### src/rtl/coax_pkg.sv
// Shared definitions for the coax Manchester transmitter: FSM state
// encoding, protocol segment lengths and the parity helper.
package coax_pkg;

  // Serializer phases, in the order they appear on the line.
  typedef enum logic [2:0] {
    IDLE,
    LINE_QUIESCE,
    CODE_VIOLATION,
    SYNC_BIT,
    DATA_BIT,
    PARITY_BIT,
    END_SEQUENCE
  } state_t;

  // Segment lengths in bit-times.
  localparam int unsigned QUIESCE_BITS   = 5;
  localparam int unsigned VIOLATION_BITS = 3;
  localparam int unsigned SYNC_BITS      = 1;
  localparam int unsigned WORD_BITS      = 10;
  localparam int unsigned PARITY_BITS    = 1;
  localparam int unsigned END_BITS       = 3;

  // Width of the per-segment bit counter (longest segment is a data word).
  localparam int unsigned BIT_IDX_W = 4;
  typedef logic [BIT_IDX_W-1:0] bit_idx_t;

  // Parity bit sent after each word: XOR of the word in even mode,
  // its complement in odd mode.
  function automatic logic parity_bit(input logic [WORD_BITS-1:0] word,
                                      input logic                 even_mode);
    return even_mode ? (^word) : ~(^word);
  endfunction

endpackage

### src/rtl/coax_bit_timer.sv
// Bit-time divider for the coax transmitter. While i_run is high it counts
// clk cycles within one bit-time and reports which half of the bit is on
// the line and when the last cycle of the bit is reached. Held at zero
// while idle so every frame starts exactly on a bit boundary.
module coax_bit_timer #(
  parameter int unsigned CLOCKS_PER_BIT = 8
) (
  input  logic clk,
  input  logic reset,
  input  logic i_run,
  output logic o_first_half,
  output logic o_bit_end
);

  localparam int unsigned CW = $clog2(CLOCKS_PER_BIT);

  logic [CW-1:0] r_cnt;

  // Cycle-within-bit counter; wraps at the end of every bit-time.
  always_ff @(posedge clk) begin
    // NOTE: clocked state is always updated with non-blocking assignments so
    // every register samples the pre-edge values of its neighbours.
    if (reset || !i_run) begin
      r_cnt <= '0;
    end else if (o_bit_end) begin
      r_cnt <= '0;
    end else begin
      r_cnt <= r_cnt + CW'(1);
    end
  end

  assign o_bit_end    = (r_cnt == CW'(CLOCKS_PER_BIT - 1));
  assign o_first_half = (r_cnt <  CW'(CLOCKS_PER_BIT / 2));

endmodule

### src/rtl/coder_tx_serializer.sv
// Coax Manchester frame serializer. A frame is: line quiesce (encoded 1s),
// a 3-bit code violation, then per word a sync bit, 10 data bits MSB first
// and a parity bit, closed by an end sequence. A one-deep holding register
// lets a second word be chained into the running frame.
// Optional feature: define COAX_TX_DELAY_EN to drive tx_delay from a
// CLOCKS_PER_BIT/4 stage delay line; otherwise tx_delay is tied low.
module coder_tx_serializer
  import coax_pkg::*;
#(
  parameter int unsigned CLOCKS_PER_BIT = 8
) (
  input  logic                 clk,
  input  logic                 reset,
  input  logic [WORD_BITS-1:0] data,
  input  logic                 strobe,
  input  logic                 parity,
  output logic                 tx,
  output logic                 tx_delay,
  output logic                 tx_inverted,
  output logic                 active,
  output logic                 ready
);

  state_t               r_state;
  state_t               w_next_state;
  bit_idx_t             r_bit_idx;
  bit_idx_t             w_state_bits;
  logic                 w_state_done;
  logic                 w_first_half;
  logic                 w_bit_end;
  logic                 w_tx;
  logic                 w_enc_bit;
  logic                 w_ready;
  logic                 w_accept;
  logic                 w_new_par;
  logic                 w_load_next;

  logic [WORD_BITS-1:0] r_word;
  logic                 r_par;
  logic [WORD_BITS-1:0] r_hold_data;
  logic                 r_hold_par;
  logic                 r_hold_valid;

  coax_bit_timer #(
    .CLOCKS_PER_BIT (CLOCKS_PER_BIT)
  ) u_bit_timer (
    .clk          (clk),
    .reset        (reset),
    .i_run        (r_state != IDLE),
    .o_first_half (w_first_half),
    .o_bit_end    (w_bit_end)
  );

  // Strobes are taken when idle, or mid-frame while the holding register is
  // free; never during the end sequence, which is already committed.
  assign w_ready      = (r_state == IDLE) ||
                        ((r_state != END_SEQUENCE) && !r_hold_valid);
  assign w_accept     = strobe && w_ready;
  assign w_new_par    = parity_bit(data, parity);
  assign w_state_done = w_bit_end && (r_bit_idx == (w_state_bits - bit_idx_t'(1)));
  // Last parity cycle with another word available: chain straight into SYNC_BIT.
  assign w_load_next  = (r_state == PARITY_BIT) && w_state_done &&
                        (r_hold_valid || w_accept);

  // Segment sequencing and Manchester line level.
  always_comb begin
    // NOTE: every signal written here gets a default first so no path through
    // the case leaves it unassigned (which would infer a latch).
    w_next_state = r_state;
    w_state_bits = bit_idx_t'(1);
    w_enc_bit    = 1'b0;
    w_tx         = 1'b0;
    case (r_state)
      IDLE: begin
        if (w_accept) w_next_state = LINE_QUIESCE;
      end
      LINE_QUIESCE: begin
        w_state_bits = bit_idx_t'(QUIESCE_BITS);
        w_enc_bit    = 1'b1;
        w_tx         = w_first_half ? ~w_enc_bit : w_enc_bit;
        if (w_state_done) w_next_state = CODE_VIOLATION;
      end
      CODE_VIOLATION: begin
        // High for 1.5 bit-times, then low for 1.5 bit-times.
        w_state_bits = bit_idx_t'(VIOLATION_BITS);
        w_tx         = (r_bit_idx == bit_idx_t'(0)) ||
                       ((r_bit_idx == bit_idx_t'(1)) && w_first_half);
        if (w_state_done) w_next_state = SYNC_BIT;
      end
      SYNC_BIT: begin
        w_state_bits = bit_idx_t'(SYNC_BITS);
        w_enc_bit    = 1'b1;
        w_tx         = w_first_half ? ~w_enc_bit : w_enc_bit;
        if (w_state_done) w_next_state = DATA_BIT;
      end
      DATA_BIT: begin
        w_state_bits = bit_idx_t'(WORD_BITS);
        w_enc_bit    = r_word[WORD_BITS-1];
        w_tx         = w_first_half ? ~w_enc_bit : w_enc_bit;
        if (w_state_done) w_next_state = PARITY_BIT;
      end
      PARITY_BIT: begin
        w_state_bits = bit_idx_t'(PARITY_BITS);
        w_enc_bit    = r_par;
        w_tx         = w_first_half ? ~w_enc_bit : w_enc_bit;
        if (w_state_done) w_next_state = w_load_next ? SYNC_BIT : END_SEQUENCE;
      end
      END_SEQUENCE: begin
        // One encoded '0', then the line is held high.
        w_state_bits = bit_idx_t'(END_BITS);
        w_tx         = (r_bit_idx == bit_idx_t'(0)) ? w_first_half : 1'b1;
        if (w_state_done) w_next_state = IDLE;
      end
      default: begin
        w_next_state = IDLE;
      end
    endcase
  end

  // FSM state register.
  always_ff @(posedge clk) begin
    if (reset) begin
      r_state <= IDLE;
    end else begin
      r_state <= w_next_state;
    end
  end

  // Segment bit counter, current word shifter and holding register.
  always_ff @(posedge clk) begin
    if (reset) begin
      // NOTE: the word and holding registers are cleared as well, so a word
      // aborted by reset can never reappear in a later frame.
      r_bit_idx    <= '0;
      r_word       <= '0;
      r_par        <= 1'b0;
      r_hold_data  <= '0;
      r_hold_par   <= 1'b0;
      r_hold_valid <= 1'b0;
    end else begin
      if (w_next_state != r_state) begin
        r_bit_idx <= '0;
      end else if (w_bit_end) begin
        r_bit_idx <= r_bit_idx + bit_idx_t'(1);
      end

      if (w_load_next) begin
        // Chain the next word; a strobe landing on this very cycle bypasses
        // the (empty) holding register.
        if (r_hold_valid) begin
          r_word       <= r_hold_data;
          r_par        <= r_hold_par;
          r_hold_valid <= 1'b0;
        end else begin
          r_word <= data;
          r_par  <= w_new_par;
        end
      end else if (w_accept && (r_state == IDLE)) begin
        r_word <= data;
        r_par  <= w_new_par;
      end else begin
        if ((r_state == DATA_BIT) && w_bit_end) begin
          r_word <= {r_word[WORD_BITS-2:0], 1'b0};
        end
        if (w_accept) begin
          r_hold_data  <= data;
          r_hold_par   <= w_new_par;
          r_hold_valid <= 1'b1;
        end
      end
    end
  end

`ifdef COAX_TX_DELAY_EN
  localparam int unsigned DELAY_STAGES = CLOCKS_PER_BIT / 4;

  logic [DELAY_STAGES-1:0] r_tx_dly;

  // Pre-emphasis delay line: tx shifted by a quarter bit-time.
  always_ff @(posedge clk) begin
    if (reset) begin
      r_tx_dly <= '0;
    end else begin
      r_tx_dly <= DELAY_STAGES'({r_tx_dly, w_tx});
    end
  end

  assign tx_delay = r_tx_dly[DELAY_STAGES-1];
`else
  assign tx_delay = 1'b0;
`endif

  assign tx          = w_tx;
  assign active      = (r_state != IDLE);
  assign tx_inverted = active & ~w_tx;
  assign ready       = w_ready;

endmodule

### config.mk
export PLATFORM = sky130hd
export DESIGN_NAME = coder_tx_serializer
export DESIGN_NICKNAME = d
export VERILOG_FILES = /design/src/rtl/coax_pkg.sv /design/src/rtl/coax_bit_timer.sv /design/src/rtl/coder_tx_serializer.sv
export SDC_FILE = /design/constraint.sdc
export NUM_CORES = 1
export LEC_CHECK = 0
export ABC_CLOCK_PERIOD_IN_PS = 3000
export BUFFER_PORTS_ARGS = -buffer_cell sky130_fd_sc_hd__buf_4
export CAP_MARGIN = 10
export CORE_ASPECT_RATIO = 0.9
export CORE_MARGIN = 2
export CORE_UTILIZATION = 25
export DETAILED_ROUTE_END_ITERATION = 16
export SYNTH_ARGS = -nofsm -noshare
export SYNTH_HDL_FRONTEND = slang
export SYNTH_SLANG_ARGS = --single-unit
export TNS_END_PERCENT = 50
### constraint.sdc
create_clock -name clk -period 3 [get_ports clk]
set_clock_uncertainty 0.2 [all_clocks]
set_input_delay 0.3 -clock clk [delete_from_list [all_inputs] [get_ports clk]]
set_output_delay 0.3 -clock clk [all_outputs]
set_load 0.005 [all_outputs]
After elaboration in Yosys (flattened, before gate mapping). Cells that the tools add are included.

Register bits after elaboration: 33. Bits in latches: 0. RAM bits: 0. Bits in read-only memories: 0. Input bits: 14. Output and inout port bits: 5. Word-level logic and storage cells: 80. Memories: 0.

Add/subtract/negate cells: 3. Multipliers: 0. Divide/modulo/power cells: 0. $lt $le $gt $ge: 1. Equality and inequality tests: 11. Shift-type cells: 0. Mux-type cells: 23. Bitwise gates (word level): 7. Reduce and logical (&&, ||, !) cells: 27.

Operator list (count): $mux W10 (4); $mux W3 (8); $pmux W3 S7 (1); $eq A3 B3 Y1 const B (4); $pmux W4 S3 (1); $reduce_or A2 Y1 (5); $reduce_xor A10 Y1 (1); $logic_and A1 B1 Y1 (8); $mux W1 (8); $eq A3 B2 Y1 const B (2); $not A1 Y1 (6); $reduce_bool A3 Y1 (2); $pmux W1 S5 (1); $add A4 B1 Y4 const B (1); $eq A4 B1 Y1 const B (1); $eq A4 B4 Y1 (1); $logic_not A4 Y1 (1); $logic_or A1 B1 Y1 (4); $sub A4 B1 Y4 const B (1); $add A3 B1 Y3 const B (1); $eq A3 B1 Y1 const B (1); $logic_not A3 Y1 (1); $lt A3 B3 Y1 const B (1); $ne A3 B3 Y1 (1); 6 further kinds (7).

Longest topological paths before layout.
Word-level depth: 13. Gate-level depth with buffers: 8. Depth with buffers taken out: 7.

Hierarchy. A second synthesis with hierarchy kept.

Cells, all modules: 212. Area total of the unflattened synthesis: 1991.9 um2.

By module, submodules not included: coder_tx_serializer (times used 1, cells each 203, area an instance 1863.0 um2, sequential area each 600.6 um2); coax_bit_timer (times used 1, cells each 9, area an instance 128.9 um2, sequential area each 60.1 um2).

Worst setup path before layout. No wires, ideal clock.

Path type: register to register. From: register u_bit_timer.r_cnt[0]. To: register r_hold_data[0]. Setup time: 128 ps. Arrival time: 1744 ps. Required time: 2672 ps. Path slack: 928 ps. Cell stages (with the launch flop): 9. Buffers on the path: 1. Clock period less this slack: 2072 ps. Cell sequence: dfxtp_1 ha_1 ha_1 and4b_1 and4_1 nor3_2 buf_4 mux2i_1 nor2_1.

Cells in the longest elaborated chain, start to end: 6.

Ends and longest elaborated chain: start, declared (RTL line coax_bit_timer.sv:17) `logic [CW-1:0] r_cnt;`; start signal, assigned (RTL line coax_bit_timer.sv:28) `r_cnt <= r_cnt + CW'(1);`; $eq A3 B3 Y1 (RTL line coax_bit_timer.sv:32) `assign o_bit_end = (r_cnt == CW'(CLOCKS_PER_BIT - 1));`; $logic_and A1 B1 Y1 (RTL line coder_tx_serializer.sv:60) `assign w_state_done = w_bit_end && (r_bit_idx == (w_state_bits - bit_idx_t'(1)));`; $logic_and A1 B1 Y1 (2 in series) (RTL line coder_tx_serializer.sv:62) `assign w_load_next = (r_state == PARITY_BIT) && w_state_done &&`; $not A1 Y1 (no source line); $reduce_and A3 Y1 (no source line); end signal, assigned (RTL line coder_tx_serializer.sv:166) `r_hold_data <= data;`; end, declared (RTL line coder_tx_serializer.sv:40) `logic [WORD_BITS-1:0] r_hold_data;`.

No other way between the ends. A chain may end at the register's enable or synchronous reset.

Final worst setup path.
From: register r_state[1]. To: output tx_inverted.

Cells in the longest elaborated chain, start to end: 5. Elaborated cells between the ends (all ways): 11. Those cells by class: eq/ne (6); mux (1); bitwise (2); reduce/logical (2).

Ends and longest elaborated chain: start, declared (RTL line coder_tx_serializer.sv:24) `state_t r_state;`; start signal, assigned (RTL line coder_tx_serializer.sv:125) `r_state <= w_next_state;`; $eq A3 B2 Y1 / $eq A3 B1 Y1 (equally long branches) (RTL line coder_tx_serializer.sv:73) `case (r_state)`; $reduce_or A2 Y1 (no source line); $pmux W1 S5 (RTL line coder_tx_serializer.sv:73); $not A1 Y1 (RTL line coder_tx_serializer.sv:195) `assign tx_inverted = active & ~w_tx;`; $and A1 B1 Y1 * (RTL line coder_tx_serializer.sv:195); end, declared (RTL line coder_tx_serializer.sv:19) `output logic tx_inverted,`.

Every way passes the cells marked *; elsewhere a longest branch is shown, timed or not.

==> impl_metrics.csv <==
group,metric,value,unit
yosys,synth_xor_area_share,6.29,%
yosys,synth_warnings,0,
pwr,pwr_density_cell,488,nW/um^2
pwr,max-vdd-ir-drop,181,uV
yosys,synth_mux_area_share,15.8,%
yosys,synth_edf_count,0,
sta,period_minus_slack,2450,ps
sta,fmax,0.408,GHz
floorplanning,initial_core_util,25.5,%
route,via_per_inst,4.70,
clock_network,post_cts_buffers,0,
clock_network,cts_tree,"done",
route,vias,1806,
worst_setup_path,crit_slowest_cell,"dfxtp_1",
layout,multiInputGateArea,1360,sq um
yosys,synthArstFlopShare,0,%
global_routing,grt_overflow,0,
global_routing,grt_start_max_net_pins,33,
floorplanning,dieHeight,92.3,microns
yosys,yosys.area_share.simple,19.3,%
global_routing,grt_pass1_vias,1788,
placed_design,numPortBuffers,17,
layout,seqCellArea,661,sq um
placed_design,place_area,2430,sq um
worst_setup_path,cp_max_fo,17,
yosys,synthAdderAreaFrac,2.89,%
sta,hold_slack,79.3,ps
sta,max-slew-margin-rel,61.0,%
sta,setup_ws,547,ps
route,wl,4900,microns
floorplanning,die_x,102,microns
route,drtIter0Drc,115,
route,avgRoutedWirePerCell,12.8,microns
clock_network,clk_pin_slew_worst_paths,70,ps
layout,instances_no_fill,384,
layout,drive_gt1_share,22.3,%
global_routing,antenna_found_initial,0,
worst_setup_path,worstPathRequired,2500,ps
floorplanning,die-area,9430,sq um
yosys,synth.top_cell.area_share,30.5,%
floorplanning,rows,32,
layout,mostFrequentLayoutCells,"dfxtp_1 (33), buf_4 (29), nor2_1 (27)",
worst_setup_path,max_stage_delay,690,ps
sta,final_max_slew_viol_count,0,
layout,num_antenna_cells,0,
layout,fin_util,29.8,%
yosys,synth_fp_nets,267,
clock_network,ctsResizeCount,0,
floorplanning,coreArea,8490,sq um
yosys,ys_types,53,
yosys,synth_top_family_by_area,"simple AND/OR/NAND/NOR gates",
status,status,"complete, no violations",
clock_network,holdBufCountCts,0,
pwr,finalPower,1.23,mW
placed_design,placed_cells,376,
global_routing,grt_use_met2,17.2,%
yosys,yosysSeqAreaShare,30.5,%
global_routing,grt_use_met3,2.87,%
yosys,avgSynthCellArea,8.74,sq um
layout,final_nets,283,
global_routing,grt_use_met1,14.8,%
worst_setup_path,crit_buf_inv,1,
worst_setup_path,cp-start-kind,"flop",
worst_setup_path,crit_arrival,1950,ps
route,ant_nets,0,
layout,layout_commonest_cell,"dfxtp_1",
placed_design,place_congestion,0.822,
sta,worst_pin_slew,585,ps
flow_run,maxCapViolCount,0,
clock_network,worstSkewPairLatency,300,ps
worst_setup_path,criticalPathCategory,"reg2out",
clock_network,clock-sinks,33,
yosys,synth_seq_cells,33,
sta,hold_viol,0,
global_routing,grt_pass1_wl,8360,microns
layout,syn_to_final_growth,16.7,%
route,detailedRoute.firstPassIterationCount,4,
yosys,ys.flop_type,"dfxtp_1",
worst_setup_path,cp-end-kind,"primary output",
clock_network,root_buffer,"clkbuf_8",
placed_design,dpl.hpwl,3500,microns
yosys,synth.area.top_cells,"dfxtp_1 (30%), mux2i_1 (12%), nor2_1 (4.7%), a211oi_1 (4.2%), mux2_2 (3.6%)",
yosys,syn_inst,248,
layout,fin_area,2530,sq um
global_routing,globalRoute.busiestLayer,"met2",
hold_path,hold_class,"in2reg",
yosys,synth_compound_area_share,18.5,%
placed_design,dp_slack,792,ps
sta,fin_setup_tns,0,ps
sta,final-setup-viol-count,0,
global_routing,grt_use_total,11.2,%
worst_setup_path,crit_chain,"nand2b_1 > nor4_1 > o22ai_1 > o211a_1 > buf_4",
clock_network,htree_levels,2,
clock_network,cts_buffer_depth,2,
floorplanning,pin_count,19,
sta,period_share,81.8,%
route,route.detailed.drc,0,
yosys,yosys.area.top_type,"dfxtp_1",
clock_network,cts_buffers,5,
sta,rsz0062_at_grt,"no",
yosys,syn_area,2170,sq um
worst_setup_path,cp_top_family,"flip-flops",
layout,n_fill_cell,942,
pwr,power_leakage,0.917,nW
worst reg2reg max path, delay by kind of cell, from the launching register on:
family / cells / cell delay (ps)
buffers and inverters: 1 / 270
and+or+nand+nor: 1 / 420
DFF: 1 / 490
AOI/OAI and AO/OA: 3 / 720
path summary, 6_finish.rpt:
path | startpoint | to | cells past startpoint | slack, ps
worst max-delay path | r_state[1]$_SDFF_PP0_ | tx_inverted | 5 | 550
worst max register to register | r_state[1]$_SDFF_PP0_ | r_par$_SDFFE_PP0P_ | 5 | 770
worst min register to register | u_bit_timer.r_cnt[0]$_SDFF_PP0_ | u_bit_timer.r_cnt[0]$_SDFF_PP0_ | 1 | 230
worst min-delay path | data[3] | r_hold_data[3]$_SDFFE_PP0P_ | 3 | 80
synth_stat cells, drive strengths merged (2+ instances only):
| library cell | number |
|---|---|
| buf | 9 |
| o31ai | 2 |
| a211o | 8 |
| inv | 10 |
| o211ai | 3 |
| dfxtp | 33 |
| a21oi | 17 |
| and2 | 3 |
| nand4 | 4 |
| nor3b | 2 |
| nand3 | 5 |
| o21ai | 3 |
| nor4 | 3 |
| xor2 | 6 |
| nand2b | 5 |
| or2 | 3 |
| a211oi | 12 |
| nand2 | 13 |
| nor2 | 27 |
| ha | 5 |
| nor3 | 5 |
| clkbuf | 11 |
| mux2i | 26 |
| xnor2 | 7 |
| o22ai | 2 |
| mux2 | 7 |
layer usage:
| metal | up-vias | share of wire [%] | routed length [microns] |
|---|---|---|---|
| met2 | 28 | 45 | 2210 |
| met1 | 847 | 49 | 2390 |
| met4 | 0 | 1.9 | 91 |
| li1 | 921 | - | - |
| met5 | - | 0 | 0 |
| met3 | 10 | 4.1 | 199 |
state kept, by name (all words and copies together) (netlist names):
| name | flops |
|---|---|
| r_par | 1 |
| r_hold_valid | 1 |
| r_bit_idx | 4 |
| r_word | 10 |
| r_state | 3 |
| r_hold_data | 10 |
| u_bit_timer.r_cnt | 3 |
| r_hold_par | 1 |
area by class of cell:
cell class / instances / share of cell area [%]
clock buffer: 7 / 3.81
clock inverter: 1 / 0.198
inverter: 10 / 1.48
multi-input combinational: 185 / 53.9
sequential: 33 / 26.1
tap: 119 / 5.89
timing repair buffer: 29 / 8.61
cell families (layout without fill, tap and decap cells):
logic type      count (synthesis)  after routing
compound gates                 55             55
xor+xnor                       14             14
fa+ha+maj                       5              5
buf+inv                        30             47
flops                          33             33
mux                            33             33
other cells                     1              1
simple gates                   77             77
report_power, final:
group | internal (mW) | switching, mW | total, mW
Sequential | 0.477 | 0.0342 | 0.512
Clock | 0.207 | 0.173 | 0.381
Combinational | 0.175 | 0.166 | 0.342
Total | 0.860 | 0.374 | 1.23
No activity file was read; power rests on OpenSTA's default activity.
